## config.mk

```make
export PLATFORM = sky130hd
export DESIGN_NAME = uart_rx_fifo
export DESIGN_NICKNAME = d
export VERILOG_FILES = /design/src/rtl/uart_rx_fifo.sv
export SDC_FILE = /design/constraint.sdc
export NUM_CORES = 1
export LEC_CHECK = 0
export BUFFER_PORTS_ARGS = -buffer_cell sky130_fd_sc_hd__buf_4
export CAP_MARGIN = 20
export CORE_UTILIZATION = 50
export DETAILED_ROUTE_END_ITERATION = 7
export PLACE_DENSITY = 0.69
export SLEW_MARGIN = 10
export SYNTH_ARGS = -nofsm -noshare
export SYNTH_HDL_FRONTEND = slang
export SYNTH_SLANG_ARGS = --single-unit
```

## constraint.sdc

```tcl
create_clock -name i_pclk -period 5.1 [get_ports i_pclk]
set_clock_uncertainty 0.15 [all_clocks]
set_input_delay 1.02 -clock i_pclk [delete_from_list [all_inputs] [get_ports i_pclk]]
set_output_delay 1.02 -clock i_pclk [all_outputs]
set_load 0.02 [all_outputs]
```

## src/rtl/uart_rx_fifo.sv

```systemverilog
// rtl/uart_rx_fifo.sv - UART 8N1 receiver, 16x oversampled, feeding an 8-deep read FIFO
module uart_rx_fifo #(
    parameter int CLKS_PER_TICK = 651,
    parameter int DATA_BITS     = 8,
    parameter int FIFO_DEPTH    = 8,
    parameter int PTR_W         = 3
) (
    input  logic                 i_pclk,
    input  logic                 i_rst_n,
    input  logic                 i_rx,
    input  logic                 i_rd_req,
    input  logic                 i_err_clr,
    output logic [DATA_BITS-1:0] o_rd_data,
    output logic                 o_rd_ready,
    output logic                 o_fifo_empty,
    output logic                 o_fifo_full,
    output logic [PTR_W:0]       o_fifo_count,
    output logic                 o_frame_err,
    output logic                 o_overrun_err
);
    localparam int TICK_W = (CLKS_PER_TICK > 1) ? $clog2(CLKS_PER_TICK) : 1;
    localparam int BIT_W  = (DATA_BITS > 1) ? $clog2(DATA_BITS) : 1;

    localparam logic [TICK_W-1:0] TICK_LAST = TICK_W'(CLKS_PER_TICK - 1);
    localparam logic [TICK_W-1:0] TICK_ONE  = TICK_W'(1);
    localparam logic [BIT_W-1:0]  BIT_LAST  = BIT_W'(DATA_BITS - 1);
    localparam logic [BIT_W-1:0]  BIT_ONE   = BIT_W'(1);
    localparam logic [PTR_W:0]    CNT_FULL  = (PTR_W+1)'(FIFO_DEPTH);
    localparam logic [PTR_W:0]    CNT_ONE   = (PTR_W+1)'(1);
    localparam logic [PTR_W-1:0]  PTR_ONE   = PTR_W'(1);

    localparam logic [1:0] S_IDLE  = 2'd0;
    localparam logic [1:0] S_START = 2'd1;
    localparam logic [1:0] S_DATA  = 2'd2;
    localparam logic [1:0] S_STOP  = 2'd3;

    logic                 r_rx_meta;
    logic                 r_rx_sync;
    logic [1:0]           r_state;
    logic [TICK_W-1:0]    r_tick_cnt;
    logic [3:0]           r_s;
    logic [BIT_W-1:0]     r_bit_idx;
    logic [DATA_BITS-1:0] r_shift;
    logic                 r_push;
    logic [DATA_BITS-1:0] r_mem [FIFO_DEPTH];
    logic [PTR_W-1:0]     r_wr_ptr;
    logic [PTR_W-1:0]     r_rd_ptr;
    logic [PTR_W:0]       r_count;
    logic [DATA_BITS-1:0] r_rd_data;
    logic                 r_rd_ready;
    logic                 r_frame_err;
    logic                 r_overrun_err;

    logic w_tick;
    logic w_full;
    logic w_empty;
    logic w_pop;
    logic w_push_ok;
    logic w_overrun;
    logic w_stop_bad;

    always_ff @(posedge i_pclk or negedge i_rst_n) begin
        if (!i_rst_n) begin
            r_rx_meta <= 1'b1;
            r_rx_sync <= 1'b1;
        end else begin
            r_rx_meta <= i_rx;
            r_rx_sync <= r_rx_meta;
        end
    end

    // Counter parked at zero in IDLE so every bit is timed from the detected falling edge
    assign w_tick = (r_state != S_IDLE) && (r_tick_cnt == TICK_LAST);

    always_ff @(posedge i_pclk or negedge i_rst_n) begin
        if (!i_rst_n) begin
            r_tick_cnt <= '0;
        end else if (r_state == S_IDLE || w_tick) begin
            r_tick_cnt <= '0;
        end else begin
            r_tick_cnt <= r_tick_cnt + TICK_ONE;
        end
    end

    always_ff @(posedge i_pclk or negedge i_rst_n) begin
        if (!i_rst_n) begin
            r_state   <= S_IDLE;
            r_s       <= '0;
            r_bit_idx <= '0;
            r_shift   <= '0;
            r_push    <= 1'b0;
        end else begin
            r_push <= 1'b0;
            case (r_state)
                S_IDLE: begin
                    r_s <= '0;
                    if (!r_rx_sync) r_state <= S_START;
                end
                S_START: if (w_tick) begin
                    if (r_s == 4'd7) begin
                        r_s       <= '0;
                        r_bit_idx <= '0;
                        r_state   <= r_rx_sync ? S_IDLE : S_DATA;
                    end else begin
                        r_s <= r_s + 4'd1;
                    end
                end
                S_DATA: if (w_tick) begin
                    if (r_s == 4'd15) begin
                        r_s                 <= '0;
                        r_shift[r_bit_idx]  <= r_rx_sync;
                        if (r_bit_idx == BIT_LAST) r_state <= S_STOP;
                        else r_bit_idx <= r_bit_idx + BIT_ONE;
                    end else begin
                        r_s <= r_s + 4'd1;
                    end
                end
                default: if (w_tick) begin
                    if (r_s == 4'd15) begin
                        r_push  <= r_rx_sync;
                        r_state <= S_IDLE;
                    end else begin
                        r_s <= r_s + 4'd1;
                    end
                end
            endcase
        end
    end

    assign w_stop_bad = (r_state == S_STOP) && w_tick && (r_s == 4'd15) && !r_rx_sync;
    assign w_full     = (r_count == CNT_FULL);
    assign w_empty    = (r_count == '0);
    // Skip the cycle rd_ready is high: the slave is still holding rd_req while it sees completion
    assign w_pop      = i_rd_req && !w_empty && !r_rd_ready;
    assign w_push_ok  = r_push && (!w_full || w_pop);
    assign w_overrun  = r_push && w_full && !w_pop;

    always_ff @(posedge i_pclk) begin
        if (w_push_ok) r_mem[r_wr_ptr] <= r_shift;
    end

    always_ff @(posedge i_pclk or negedge i_rst_n) begin
        if (!i_rst_n) begin
            r_wr_ptr      <= '0;
            r_rd_ptr      <= '0;
            r_count       <= '0;
            r_rd_data     <= '0;
            r_rd_ready    <= 1'b0;
            r_frame_err   <= 1'b0;
            r_overrun_err <= 1'b0;
        end else begin
            r_rd_ready <= w_pop;
            if (w_pop) begin
                r_rd_data <= r_mem[r_rd_ptr];
                r_rd_ptr  <= r_rd_ptr + PTR_ONE;
            end
            if (w_push_ok) r_wr_ptr <= r_wr_ptr + PTR_ONE;
            case ({w_push_ok, w_pop})
                2'b10:   r_count <= r_count + CNT_ONE;
                2'b01:   r_count <= r_count - CNT_ONE;
                default: r_count <= r_count;
            endcase
            if (w_stop_bad) r_frame_err <= 1'b1;
            else if (i_err_clr) r_frame_err <= 1'b0;
            if (w_overrun) r_overrun_err <= 1'b1;
            else if (i_err_clr) r_overrun_err <= 1'b0;
        end
    end

    assign o_rd_data     = r_rd_data;
    assign o_rd_ready    = r_rd_ready;
    assign o_fifo_empty  = w_empty;
    assign o_fifo_full   = w_full;
    assign o_fifo_count  = r_count;
    assign o_frame_err   = r_frame_err;
    assign o_overrun_err = r_overrun_err;
endmodule
```

== After elaboration in Yosys (flattened, before gate mapping) ==
Memory sizes are Yosys's and may differ from the RTL's. A register that Yosys moved wholly into a read port is not among the register bits.
Index checks and enable logic that the tools add are counted.

* Register bits: 43
* Bits in latches: 0
* Memory bits (writable): 64
* ROM bits: 0
* Input bits: 5
* Output and inout port bits: 17
* Logic and storage cells: 110
* Memories: 1

* Add/sub/neg operators: 7
* $mul: 0
* Divide/modulo/power cells: 0
* Order comparisons: 2
* Eq/ne operators: 18
* Shift operators: 0
* Multiplexer cells: 36
* Bitwise logic cells: 0
* Reduce and logical (&&, ||, !) cells: 32

{| class="wikitable"
|+ Memories
! name !! words !! bits a word !! rd ports !! clocked after Yosys merged registers in !! wr ports !! line !! source
|-
| r_mem || 8 || 8 || 1 || 1 || 1 || 45 || <nowiki>logic [DATA_BITS-1:0] r_mem [FIFO_DEPTH];</nowiki>
|}

{| class="wikitable"
|+ Operators by type and width
! kind !! count
|-
| 4-bit 2-to-1 mux || 6
|-
| 2-bit 2-to-1 mux || 9
|-
| 3-bit 2-to-1 mux || 5
|-
| 2-bit inequality test, second input constant || 7
|-
| 4-bit one-hot mux with 3 select lines || 1
|-
| 2-bit nonzero test || 6
|-
| 10-bit by 1-bit adder with 10-bit output, second input constant || 1
|-
| 10-bit == test, second input constant || 1
|-
| 1-bit logical AND || 10
|-
| 10-bit 2-to-1 mux || 1
|-
| 3-bit by 1-bit adder with 3-bit output, second input constant || 3
|-
| 1-bit 2-to-1 mux || 9
|-
| 4-bit by 1-bit adder with 4-bit output, second input constant || 2
|-
| 8-bit bitwise mux || 1
|-
| 4-bit == test, second input constant || 2
|-
| 4-bit one-hot mux with 2 select lines || 1
|-
| 8-bit AND reduction || 1
|-
| 2-bit == test, second input constant || 3
|-
| 1-bit zero test || 6
|-
| 2-bit one-hot mux with 3 select lines || 1
|-
| 3-bit one-hot mux with 2 select lines || 1
|-
| 6-bit AND reduction || 1
|-
| 2-bit by 1-bit == test with 1-bit output, second input constant || 2
|-
| 4-bit by 3-bit == test with 1-bit output, second input constant || 1
|-
| other kinds (13) || 14
|}

== Depth between registers and ports, before layout ==
* Word-level depth: 8
* Mapped depth: 9

== Worst setup path before layout ==
Ideal clock, no wire load.

* Kind: input port to flip-flop
* Start: in i_rd_req
* End: reg r_count[3] (netlist: o_fifo_count[3])
* Library setup time: 92 ps
* Arrival: 2538 ps
* Setup slack: 2320 ps
* Stages: 9
* Path through: nand2b_1 nor2_1 nand2_1 inv_2 ha_1 a21o_1 a21oi_1 mux2_2 o221ai_1

* Word-level cells in the longest chain between the ends: 6
* Elaborated cells between the ends (all ways): 8

{| class="wikitable"
|+ Ends and longest elaborated chain
! what !! line !! source
|-
| start: declaration || 11 || <nowiki>input logic i_rd_req,</nowiki>
|-
| 1-bit logical AND (*) (2 in a row) || 134 || <nowiki>assign w_pop = i_rd_req && !w_empty && !r_rd_ready;</nowiki>
|-
| 1-bit logical OR || 135 || <nowiki>assign w_push_ok = r_push && (!w_full || w_pop);</nowiki>
|-
| 1-bit logical AND || 135 ||
|-
| 2-bit by 1-bit == test with 1-bit output / 2-bit == test (equally long branches) || 158 || <nowiki>case ({w_push_ok, w_pop})</nowiki>
|-
| 4-bit one-hot mux with 2 select lines / 2-bit nonzero test (equally long branches) || n/a ||
|-
| end signal: assignment || 159 || <nowiki>2'b10: r_count <= r_count + CNT_ONE;</nowiki>
|-
| end signal: assignment || 160 || <nowiki>2'b01: r_count <= r_count - CNT_ONE;</nowiki>
|-
| end signal: assignment || 161 || <nowiki>default: r_count <= r_count;</nowiki>
|-
| end: declaration || 48 || <nowiki>logic [PTR_W:0] r_count;</nowiki>
|}

Every way passes the cells marked *; elsewhere a longest branch is shown, timed or not.
A chain may end at the register's enable or synchronous reset.

== Worst setup path in the final report ==
* Start: reg r_count[0] (netlist: o_fifo_count[0])
* End: out o_fifo_full

* Word-level cells in the longest chain between the ends: 1

{| class="wikitable"
|+ Ends and longest elaborated chain
! what !! line !! source
|-
| 4-bit == test || 131 || <nowiki>assign w_full = (r_count == CNT_FULL);</nowiki>
|-
| end: declaration || 16 || <nowiki>output logic o_fifo_full,</nowiki>
|}

No other way between the ends.

==> impl_metrics.tcl <==
set metrics [dict create \
    cts.hold.buffers_added 0 \
    syn_area_per_cell_sq_um 14.4 \
    wl_per_cell_um 16.5 \
    portBuffers 21 \
    post-route-min-period_ps 2910 \
    syn_inst 352 \
    postCtsSetupRepairBufs 0 \
    boundaryPins 22 \
    clk_latency_ps 520 \
    multi_input_area_sq_mm 0.00174 \
    cts_resized 0 \
    cp_data_required_time_ps 3930 \
    fin_tns_setup_ps 0 \
    crit_path_start_kind "flop" \
    crit_chain "or4b_1 -> inv_1 -> buf_4" \
    syn_nets 372 \
    slew_headroom_pct 47.6 \
    grt_pass1_wl_um 14600 \
    overflow 0 \
    num_antenna_cells 0 \
    vias 2888 \
    outcome "complete, no violations" \
    yosysTopAreaCell "edfxtp_1" \
    synth_area_leaders "edfxtp_1 (38%), dfrtp_1 (24%), mux4_2 (7.1%)" \
    post-place-ws_ps 1890 \
    holdCritPathClass "flop to flop" \
    gp_congestion 0.766 \
    maxSlewViolCount 0 \
    cts_buffers 17 \
    stdcell_area_sq_mm 0.00593 \
    max_stage_delay_ps 570 \
    dr.pass1.iters 4 \
    hold_ws_ps 211 \
    seq_area_sq_mm 0.00320 \
    yosysWarningCount 0 \
    core_area_sq_mm 0.00982 \
    clkSlewWorstSetupHoldPaths_ps 60 \
    wl_um 8760 \
    synth_ff_type "edfxtp_1" \
    final_cell_mix "edfxtp_1 (64), dfrtp_1 (49), nor2_1 (32), buf_4 (23), nand2_1 (20)" \
    fin_ws_ps 2190 \
    grtUsageTotal_pct 19.3 \
    grt_pass1_vias 2922 \
    cts.path.max_buffers 2 \
    post_route_cells_drive_above_1_share_pct 21.1 \
    rsz0062_at_grt "no" \
    grt_max_degree 52 \
    worstSetupPathType "flop to primary output" \
    num-nets-final 405 \
    placed_area_sq_mm 0.00535 \
    max_freq_mhz 344 \
    path_buf_inv 2 \
    power_density_mw_per_mm2 449 \
    crit_fanout 6 \
    die_w_um 103 \
    die_h_um 103 \
    hpwlAfterDp_um 5930 \
    vias_per_cell 5.44 \
    ys_ff_latch 115 \
    final_hold_viol_count 0 \
    die_area_sq_mm 0.0106 \
    syn_area_sq_mm 0.00508 \
    cts_tree "yes" \
    fillers 756 \
    peakVddDrop_mv 0.239 \
    ys_async_sr_fraction_pct 44.3 \
    syn2layout_area_growth_pct 16.8 \
    crit_family "simple AND/OR/NAND/NOR gates" \
    critPathCaptureType "primary output" \
    ant_nets 0 \
    cts-root-buf "clkbuf_8" \
    antenna_found_initial 0 \
    cellLeakagePower_uw 0.00246 \
    yosysSeqAreaShare_pct 63.0 \
    max_slew.worst_pin.slew_ps 784 \
    final_common_cell "edfxtp_1" \
    cp_slowest_cell "or4b_1" \
    start_util_pct 51.7 \
    cts_max_level 4 \
    drcViolationCount 0 \
    finalSetupViolations 0 \
    first_iter_violations 172 \
    num_rows 36 \
    fin_crit_sh_pct 57.1 \
    cts.sinks 115 \
    synth_edf_count 64 \
    synth_cell_types 54 \
    drv_cap 0 \
    synth_top_area_share_pct 37.9 \
    arrival_ps 1740 \
]
-- through the flow --
step / total power, uW / std cells / util [%]
after CTS: 2670 / 526 / 60.0
final: 2660 / 531 / 60.4
after global routing: 2780 / 531 / 60.4
after detailed placement: 1600 / 494 / 54.5
after floorplan: 1460 / 352 / -
after global placement: 1580 / 494 / 54.5
-- routing by layer --
metal	share of wire (%)	GRT usage (%)
met4	1.8	8.78
met3	3.2	5.69
met5	0	0
met1	44	22.8
met2	51	32.7
-- area by class of cell --
type | instances | share of cell area [%]
flip-flops and latches | 115 | 54.0
multi-input cells | 205 | 29.4
clock buffers | 17 | 6.99
repair buffers | 28 | 3.50
well taps | 133 | 2.81
clock inverters | 15 | 2.22
inverters | 18 | 1.14
-- synth_stat cells, types with 2 or more instances --
cell	count
edfxtp_1	64
dfrtp_1	49
nor2_1	32
nand2_1	20
inv_1	17
mux2i_1	16
mux4_2	16
ha_1	14
nor3_1	11
a21oi_1	10
xnor2_1	10
mux2_1	9
nor4_1	9
nand3_1	8
clkbuf_1	6
nand2b_1	4
xor2_1	4
a31oi_1	3
and4b_1	3
o21ai_0	3
a211oi_1	2
a21o_1	2
buf_1	2
buf_2	2
clkbuf_2	2
dfstp_2	2
mux2_2	2
nor4bb_1	2
o211ai_1	2
or3_1	2
-- final timing paths --
kind	startpoint	end	slack, ps	depth (start not counted)
worst max-delay path	o_fifo_count[0]$_DFFE_PN0P_	o_fifo_full	2190	3
worst min-delay path	r_rx_meta$_DFF_PN1_	r_rx_sync$_DFF_PN1_	210	0
worst max register to register	o_fifo_count[0]$_DFFE_PN0P_	o_fifo_count[3]$_DFFE_PN0P_	2430	10
worst min register to register	r_rx_meta$_DFF_PN1_	r_rx_sync$_DFF_PN1_	210	0
max in group asynchronous	i_rst_n	r_shift[0]$_DFFE_PN0P_	3990	1
min in group asynchronous	i_rst_n	o_rd_ready$_DFF_PN0_	370	1
-- registers in the layout, summed over array words and instances (netlist names) --
name and count:
r_shift 8, r_bit_idx 3, r_rd_ptr 3, o_frame_err 1, o_rd_data 8, r_rx_sync 1
r_rx_meta 1, r_push 1, r_wr_ptr 3, o_overrun_err 1, o_rd_ready 1, r_tick_cnt 10
r_s 4, r_state 2, r_mem 64, o_fifo_count 4
-- cell families after synthesis --
| group | Yosys count | synth area share, % |
|---|---|---|
| muxes | 44 | 13.0 |
| xor gates and xnor gates | 14 | 2.41 |
| AOI/OAI and AO/OA | 31 | 4.12 |
| adders and majority gates | 15 | 3.84 |
| DFF | 115 | 63.0 |
| buffers and inverters | 32 | 2.69 |
| and+or+nand+nor | 101 | 10.9 |
-- power breakdown --
part	switching (uW)	internal (uW)	total [uW]
logic	204	229	434
registers	113	1040	1150
clock network	432	646	1080
total	749	1910	2660
No activity file was read; power rests on OpenSTA's default activity.
